$ cat src/rtl/fsm_chk_stall_wdog.sv
// Dwell watchdog: counts consecutive valid samples holding one code, flags overstay.
// Latency: stall_o rises on the edge that samples the (STALL_MAX+1)-th identical sample.
// No backpressure; samples are consumed unconditionally, stall_o is sticky until clear/reset.
module fsm_chk_stall_wdog #(
    parameter int STALL_MAX = 16
) (
    input  logic clk_i,
    input  logic rst_n_i,
    input  logic clear_i,
    input  logic sample_i,
    input  logic restart_i,
    output logic stall_o
);

    // One extra count beyond STALL_MAX is enough to know the limit was exceeded
    localparam int DW = $clog2(STALL_MAX + 2);
    localparam logic [DW-1:0] DWELL_SAT = DW'(STALL_MAX + 1);
    localparam logic [DW-1:0] DWELL_LIM = DW'(STALL_MAX);

    logic [DW-1:0] dwell_q, dwell_d;
    logic          stall_q, stall_d;

    // Run-length of the current code: the first sample of a run counts as one
    always_comb begin
        dwell_d = dwell_q;
        stall_d = stall_q;
        if (clear_i) begin
            dwell_d = '0;
            stall_d = 1'b0;
        end else if (sample_i) begin
            if (restart_i) begin
                dwell_d = DW'(1);
            end else if (dwell_q != DWELL_SAT) begin
                dwell_d = dwell_q + DW'(1);
            end
            stall_d = stall_q | (dwell_d > DWELL_LIM);
        end
    end

    // Synchronous active-low reset of the dwell state
    always_ff @(posedge clk_i) begin
        if (!rst_n_i) begin
            dwell_q <= '0;
            stall_q <= 1'b0;
        end else begin
            dwell_q <= dwell_d;
            stall_q <= stall_d;
        end
    end

    assign stall_o = stall_q;

endmodule

$ cat config.mk
export PLATFORM = sky130hd
export DESIGN_NAME = fsm_chk_stall_wdog
export DESIGN_NICKNAME = d
export VERILOG_FILES = /design/src/rtl/fsm_chk_stall_wdog.sv
export SDC_FILE = /design/constraint.sdc
export NUM_CORES = 1
export LEC_CHECK = 0
export ABC_AREA = 1
export BUFFER_PORTS_ARGS = -buffer_cell sky130_fd_sc_hd__buf_2
export CORE_AREA = 5 5 42 44
export CTS_BUF_LIST = sky130_fd_sc_hd__clkbuf_4
export CTS_CLUSTER_SIZE = 16
export DETAILED_ROUTE_END_ITERATION = 8
export DIE_AREA = 0 0 47 49
export PLACE_DENSITY_LB_ADDON = 0.25
export SLEW_MARGIN = 20
export SYNTH_ARGS = -nofsm -noshare
export SYNTH_HDL_FRONTEND = slang
export SYNTH_SLANG_ARGS = --single-unit
$ cat constraint.sdc
create_clock -name clk_i -period 1.3 [get_ports clk_i]
set_input_delay 0.13 -clock clk_i [delete_from_list [all_inputs] [get_ports clk_i]]
set_output_delay 0.13 -clock clk_i [all_outputs]
set_load 0.05 [all_outputs]
==> flow_summary.ini, run 1 <==
[run_status]
status = completed

[worst_hold_path]
hold_path_depth = 2
hold_path.class = in -> reg

[placed_design]
post_dp_cell_area_um2 = 488
gp_congestion = 0.743
place_inst = 83
dp_hpwl_um = 608
port_buffers = 5

[clock_network]
path_clk_slew_ps = 50
root_buffer = clkbuf_4
ctsHoldBuffers = 0
tritoncts = yes
numCtsBuffers = 3
clk_latency_ps = 240
htree_num_levels = 1
clock-sinks = 6
cts_setup_buffers = 0
clockBufferDepth = 2

[synth]
synth_area_leaders = dfxtp_1 29%, inv_1 9.1%, nand2_1 8.2%, nand3_1 7.3%, ha_1 6.1%
syn_area_um2 = 413
ys_seq_area_share_pct = 29.1
syn-instance-count = 58
yosysMostFrequentCell = inv_1
synth_nets = 65
synthTopCellsByCount = 10 x inv_1, 9 x nand2_1, 6 x dfxtp_1, 6 x nand3_1
yosysWarnings = 0
synth_top_flop_cell = dfxtp_1
synth_top_area_cell = dfxtp_1
synth_edf_count = 0
avgSynthCellArea_um2 = 7.12
ys_types = 21
synth_top_area_share_pct = 29.1
synth_seq_cells = 6
async_reset_ff_share_pct = 0

[pwr]
ir_worst_vdd_mv = 0.518
p_leak_uw = 0.000275
cellPowerDensity_nw_per_um2 = 735

[routing]
drc = 0
wl_per_cell_um = 9.30
first_pass_iters = 2
viasPerCell = 4.36
wl_um = 800
antenna_left = 0
drt_iter0_drc = 7
via_count = 375

[setup_path]
critical_path_class = reg -> reg
path_max_fanout = 3
cp_slowest_stage_delay_ps = 310
endpoint_kind = flip-flop
cp.depth = 7
cp_cell_sequence = buf_4, ha_4, xor2_2, o21bai_1, nand2_1, nand2_1, a21oi_2
crit_buf_inv = 1
crit_arrival_ps = 1350
critPathRequiredTime_ps = 1420
cp_common_cell = nand2_1
crit_slowest_cell = dfxtp_2
reg2reg_depth = 7
critPathLaunchType = flip-flop
critPathTopFamily = flip-flops

[timing]
period_share_pct = 94.4
rsz0062_at_grt = true
final.setup_skew_ps = 6.11
tns_ps = 0
fmax_mhz = 815
setup_viol = 0
relSlewSlack_pct = 83.6
worst_pin_slew_ps = 248
final_hold_viol_count = 0
fin_crit_ps = 1230
drv_slew = 0

[global_routing]
grt_pass1_wl_um = 1240
grt_usage_pct = 7.40
grt_pass1_vias = 308
grt_max_degree = 7
grt_overflow_total = 0
antenna_found_initial = 0

[floorplan]
die_w_um = 47
num_rows = 14
core_um2 = 1400
dieArea_um2 = 2300
ioPinCount = 6
die_y_um = 49
start_util_pct = 29.5

[cells_and_area]
num-fill-cells = 157
multi_input_area_um2 = 300
stdcell_area_um2 = 586
seq_area_um2 = 126
drive_gt1_share_pct = 47.1
num_antenna_cells = 0
syn_to_final_growth_pct = 41.8
final_core_util_pct = 41.8
fin_cells = 86
nets = 79

[run]
cap_violations = 0
through the flow:
step	total power, uW	setup WS, ps	hold slack, ps
floorplan	234	0.882	223
global placement	254	-41.7	372
detailed placement	254	-30.9	374
CTS	426	19.4	119
global route	459	-10.6	138
finish	430	73.3	120
sequential cells by signal, indices dropped and copies added (netlist names):
signal   cells
dwell_q      5
stall_o      1
power breakdown:
group	leakage [uW]	internal (uW)	switching, uW	total, uW
clock	0.0000138	104	64.8	169
combinational	0.000211	30.9	33.3	64.2
sequential	0.0000503	189	8.42	197
total	0.000275	324	107	430
cell families (layout without fill, tap and decap cells):
family / after synthesis / after routing / synth area share, %
and+or+nand+nor: 26 / 26 / 31.8
buffers and inverters: 12 / 24 / 14.2
AOI/OAI and AO/OA: 11 / 11 / 16.7
DFF: 6 / 6 / 29.1
adders and majority gates: 2 / 2 / 6.06
xor gates and xnor gates: 1 / 1 / 2.12
worst paths after layout:
check / startpoint / endpoint / slack (ps)
hold reg to reg: stall_o / stall_o / 450
setup reg to reg: dwell_q[1] / stall_o / 70
hold / removal: sample_i / dwell_q[2] / 120
setup / recovery: dwell_q[1] / stall_o / 70
what timing repair did:
item	CTS	global route
pin swaps	0	5
endpoints found under the setup margin	1	3
cloned	0	0
gates resized for setup	3	17
cell type report:
class / count / area share (%)
multi-input combinational: 40 / 51.3
inverter: 12 / 10.5
tap: 16 / 3.42
timing repair buffer: 9 / 9.40
sequential: 6 / 21.6
clock buffer: 3 / 3.85
metal layers:
layer	part of all wire, %	GRT usage (%)
met1	47	10.8
met2	47	9.28
met3	4.3	3.32
met4	2.0	2.76
met5	0	0
layout by cell type, fill, tap and decap left out, drive strengths merged:
cell type | Yosys | layout
inv | 10 | 11
nand2 | 10 | 10
buf | 0 | 9
nor2 | 8 | 8
nand3 | 7 | 7
dfxtp | 6 | 6
a21oi | 5 | 5
clkbuf | 0 | 3
a211oi | 2 | 2
ha | 2 | 2
o21ai | 2 | 2
xor2 | 1 | 1
bufinv | 1 | 1
nand4 | 1 | 1
o21a | 1 | 1
o21bai | 1 | 1
(Power assumes the default switching activity.)
==> run 2: changes to the inputs <==
Settings changed: ABC_AREA 1 to not set, CELL_PAD_IN_SITES_DETAIL_PLACEMENT set to 0, CELL_PAD_IN_SITES_GLOBAL_PLACEMENT set to 1, RECOVER_POWER set to 100.
==> flow_summary.ini, run 2 <==
[clock_network]
htree_num_levels = 1
root_buffer = clkbuf_4
path_clk_slew_ps = 50
clockBufferDepth = 2
numCtsBuffers = 3
clock-sinks = 6
tritoncts = yes
clk_latency_ps = 250

[routing]
wl_um = 1030
wl_per_cell_um = 14.4
viasPerCell = 5.15
first_pass_iters = 4
drt_iter0_drc = 6
antenna_left = 0
drc = 0
via_count = 371

[synth]
yosysWarnings = 0
synth_edf_count = 0
async_reset_ff_share_pct = 0
syn-instance-count = 44
synth_top_flop_cell = dfxtp_1
ys_types = 24
ys_seq_area_share_pct = 31.8
synthTopCellsByCount = 6 x a21oi_1, 6 x dfxtp_1
synth_seq_cells = 6
synth_nets = 51
synth_area_leaders = dfxtp_1 32%, a21oi_1 7.9%, nand4bb_4 7.3%, ha_1 6.6%, o21ai_0 4.0%
syn_area_um2 = 378
synth_top_area_cell = dfxtp_1
synth_top_area_share_pct = 31.8
avgSynthCellArea_um2 = 8.59

[setup_path]
crit_arrival_ps = 1420
critPathRequiredTime_ps = 1480
endpoint_kind = flip-flop
critical_path_class = reg -> reg
crit_slowest_cell = dfxtp_4
cp_slowest_stage_delay_ps = 370
cp_cell_sequence = inv_2, ha_2, nand4bb_4, and2_4, a21o_1, a21oi_2
path_max_fanout = 6
critPathLaunchType = flip-flop
reg2reg_setup_slack_ps = 60

[cells_and_area]
syn_to_final_growth_pct = 40.4
nets = 65
drive_gt1_share_pct = 51.8
regMostFlops = dwell_q
num-fill-cells = 158
largest_reg_flops = 5
final_cell_mix = 4 x a21oi_1, 4 x buf_2, 4 x buf_4
num_antenna_cells = 0
stdcell_area_um2 = 531

[global_routing]
grt_pass1_vias = 301
grt_pass1_wl_um = 1350
grt_max_degree = 8
grt_usage_pct = 8.60
grt_overflow_total = 0
antenna_found_initial = 0

[pwr]
cellPowerDensity_nw_per_um2 = 783
p_leak_uw = 0.000191
ir_worst_vdd_mv = 0.394

[floorplan]
num_rows = 14
ioPinCount = 6
dieArea_um2 = 2300
start_util_pct = 27.0
core_um2 = 1400
die_y_um = 49
die_w_um = 47

[placed_design]
gp_congestion = 0.713
dp_hpwl_um = 627
port_buffers = 5
post_dp_cell_area_um2 = 447

[worst_hold_path]
hold_path.class = in -> reg

[timing]
worst_pin_slew_ps = 275
fmax_mhz = 803
final.setup_skew_ps = 2.96
drv_slew = 0
period_share_pct = 95.8
relSlewSlack_pct = 81.7
hold-worst-slack_ps = 206
setup_viol = 0
final_hold_viol_count = 0
fin_crit_ps = 1240

[run]
cap_violations = 0

[run_status]
status = completed
-- run 2: cell types whose count changed after synthesis, moves of 2 or more --
| cell | delta |
|---|---|
| o21ai_0 | +2 |
| a21oi_1 | +2 |
| nand2_1 | -6 |
| inv_1 | -7 |
| a211oi_1 | -2 |
| nand3b_1 | +2 |
| nor2_2 | -3 |
| nand3_1 | -5 |
-- run 2: per-stage QoR --
stage	std cells	power [uW]	TNS, ps	util [%]	setup WS, ps
detailed placement	68	233	-36.1	31.9	-36.1
CTS	71	417	0	33.8	15.5
global placement	68	234	-112	31.9	-50.4
global route	72	436	-8.42	37.9	-6.56
finish	72	415	0	37.9	55.2
floorplan	44	214	0	-	2.50
-- run 2: critical path: cells and delay by family (launching register included) --
kind,cells,cell delay [ps]
fa+ha+maj,1,180
compound gates,2,250
flops,1,370
buf+inv,1,50
simple gates,2,320
-- run 2: cells by family after synthesis --
family | Yosys count | synth area share (%)
buffers and inverters | 3 | 2.98
flip-flops | 6 | 31.8
XOR/XNOR | 1 | 2.32
AO/OA/AOI/OAI | 14 | 21.9
AND/OR/NAND/NOR | 18 | 34.4
adder cells (fa/ha/maj) | 2 | 6.62
-- run 2: final cells by class --
cell class | count | area (um2) | area share, %
Multi-Input combinational cell | 35 | 293 | 55.2
Sequential cell | 6 | 129 | 24.3
Timing Repair Buffer | 9 | 55.1 | 10.4
Clock buffer | 3 | 22.5 | 4.25
Tap cell | 16 | 20.0 | 3.77
Inverter | 3 | 11.3 | 2.12
-- run 2: timing repair --
item,in CTS,in global routing
endpoints found under the setup margin,1,3
hold buffers,0,0
pin swaps,0,5
gates resized for setup,3,12
buffers inserted,0,1
-- run 2: path summary, 6_finish.rpt --
| check | start | to | cells past startpoint |
|---|---|---|---|
| worst max-delay path | dwell_q[1] | dwell_q[0] | 6 |
| worst min-delay path | rst_n_i | dwell_q[4] | 3 |
| worst max register to register | dwell_q[1] | dwell_q[0] | 6 |
| worst min register to register | dwell_q[3] | dwell_q[3] | 2 |
-- run 2: power breakdown --
part / leakage [uW] / internal, uW / switching, uW
registers: 0.0000505 / 183 / 3.99
logic: 0.000127 / 22.1 / 23.8
clock network: 0.0000138 / 105 / 77.0
-- run 2: per-layer routing --
metal	vias to the layer above	GRT usage, %	routed length [um]
li1	183	-	-
met1	170	11.0	420
met2	14	11.5	538
met3	4	2.21	59
met4	0	6.91	15
met5	-	0	0
==> run 3: changes to the inputs <==
Clock period 1.3 ns to 1.6 ns, I/O delays scaled along.
==> flow_summary.ini, run 3 (same netlist as run 2, synthesis figures left out) <==
[routing]
viasPerCell = 5.21
wl_per_cell_um = 12.3
drt_iter0_drc = 6
wl_um = 859
antenna_left = 0
first_pass_iters = 4
via_count = 365
drc = 0

[floorplan]
num_rows = 14
die_y_um = 49
ioPinCount = 6
core_um2 = 1400
die_w_um = 47
dieArea_um2 = 2300
start_util_pct = 27.0

[global_routing]
grt_usage_pct = 8.82
antenna_found_initial = 0
grt_pass1_vias = 308
grt_overflow_total = 0
grt_max_degree = 8
grt_pass1_wl_um = 1370

[clock_network]
cts_setup_buffers = 0
tritoncts = yes
clockBufferDepth = 2
clock-sinks = 6
root_buffer = clkbuf_4
htree_num_levels = 1
ctsHoldBuffers = 0
clk_latency_ps = 260
path_clk_slew_ps = 50
cts_resized = 0
numCtsBuffers = 3

[timing]
final.setup_skew_ps = 6.35
fin_crit_ps = 1330
period_share_pct = 83.2
worst_pin_slew_ps = 593
tns_ps = 0
final_hold_viol_count = 0
rsz0062_at_grt = false
drv_slew = 0
setup_viol = 0
relSlewSlack_pct = 60.6
fmax_mhz = 751

[cells_and_area]
largest_reg_flops = 5
final_core_util_pct = 31.8
seq_area_um2 = 120
syn_to_final_growth_pct = 17.9
nets = 63
num-fill-cells = 159
stdcell_area_um2 = 445
regMostFlops = dwell_q
num_antenna_cells = 0
final_cell_mix = 6 x a21oi_1, 6 x dfxtp_1, 4 x buf_2
drive_gt1_share_pct = 24.1
multi_input_area_um2 = 233
fin_cells = 70

[pwr]
p_leak_uw = 0.000169
cellPowerDensity_nw_per_um2 = 748
ir_worst_vdd_mv = 0.407
total_power_uw = 333

[run]
cap_violations = 0

[setup_path]
critPathRequiredTime_ps = 1780
endpoint_kind = flip-flop
path_max_fanout = 4
reg2reg_depth = 5
r2r_start = dwell_q[0]
setup.worst_path.end = dwell_q[0]
reg2reg_setup_slack_ps = 270
critPathLaunchType = flip-flop
crit_arrival_ps = 1520
critical_path_class = reg -> reg
startpoint = dwell_q[0]
r2r_end = dwell_q[0]

[placed_design]
gp_congestion = 0.735
dp_hpwl_um = 655
port_buffers = 5
place_inst = 67
post_dp_cell_area_um2 = 438

[worst_hold_path]
worstHoldStart = sample_i
hold_path.class = in -> reg

[run_status]
status = completed
run 3: changes by cell type in the layout (fill, tap and decap cells not counted), moves of 2 or more:
cell / delta
a21oi_1: +2
ha_1: +2
buf_4: -2
dfxtp_1: +3
dfxtp_4: -2
a21oi_2: -2
run 3: per-layer routing:
layer / track usage [%] / vias to the layer above / routed length, um
met5: 0 / - / 0
li1: - / 180 / -
met2: 10.6 / 13 / 337
met1: 11.9 / 169 / 420
met3: 2.21 / 3 / 72
met4: 8.29 / 0 / 29
run 3: worst max-delay path, stage by stage (launching register included):
cell and delay [ps]:
dfxtp_1 350, ha_1 190, nand4bb_2 150, and2_0 240, a21o_1 200, a21oi_1 120
run 3: final cells by class:
type | instances | share of cell area [%]
well taps | 16 | 4.49
inverters | 3 | 2.53
flip-flops and latches | 6 | 27.0
repair buffers | 7 | 8.71
clock buffers | 3 | 5.06
multi-input cells | 35 | 52.2
run 3: worst min-delay path by stage:
stage	endpoint	slack, ps	cells past startpoint
2_1_floorplan	dwell_q[0]	350	2
3_3_place_gp	dwell_q[2]	520	2
3_5_place_dp	dwell_q[3]	500	2
4_1_cts	dwell_q[0]	270	3
5_1_grt	dwell_q[0]	290	3
6_report	dwell_q[0]	280	3
run 3: per-stage QoR:
stage,setup WS (ps),hold slack [ps]
3_5_place_dp,279,505
3_3_place_gp,276,516
5_1_grt,153,290
4_1_cts,262,267
6_report,269,275
2_1_floorplan,259,351
run 3: where the power goes:
part           switching (uW)  total [uW]  internal, uW
Combinational            17.1        31.2          14.1
Clock                    64.3         150          85.5
Sequential               1.11         152           151
Total                    82.5         333           251
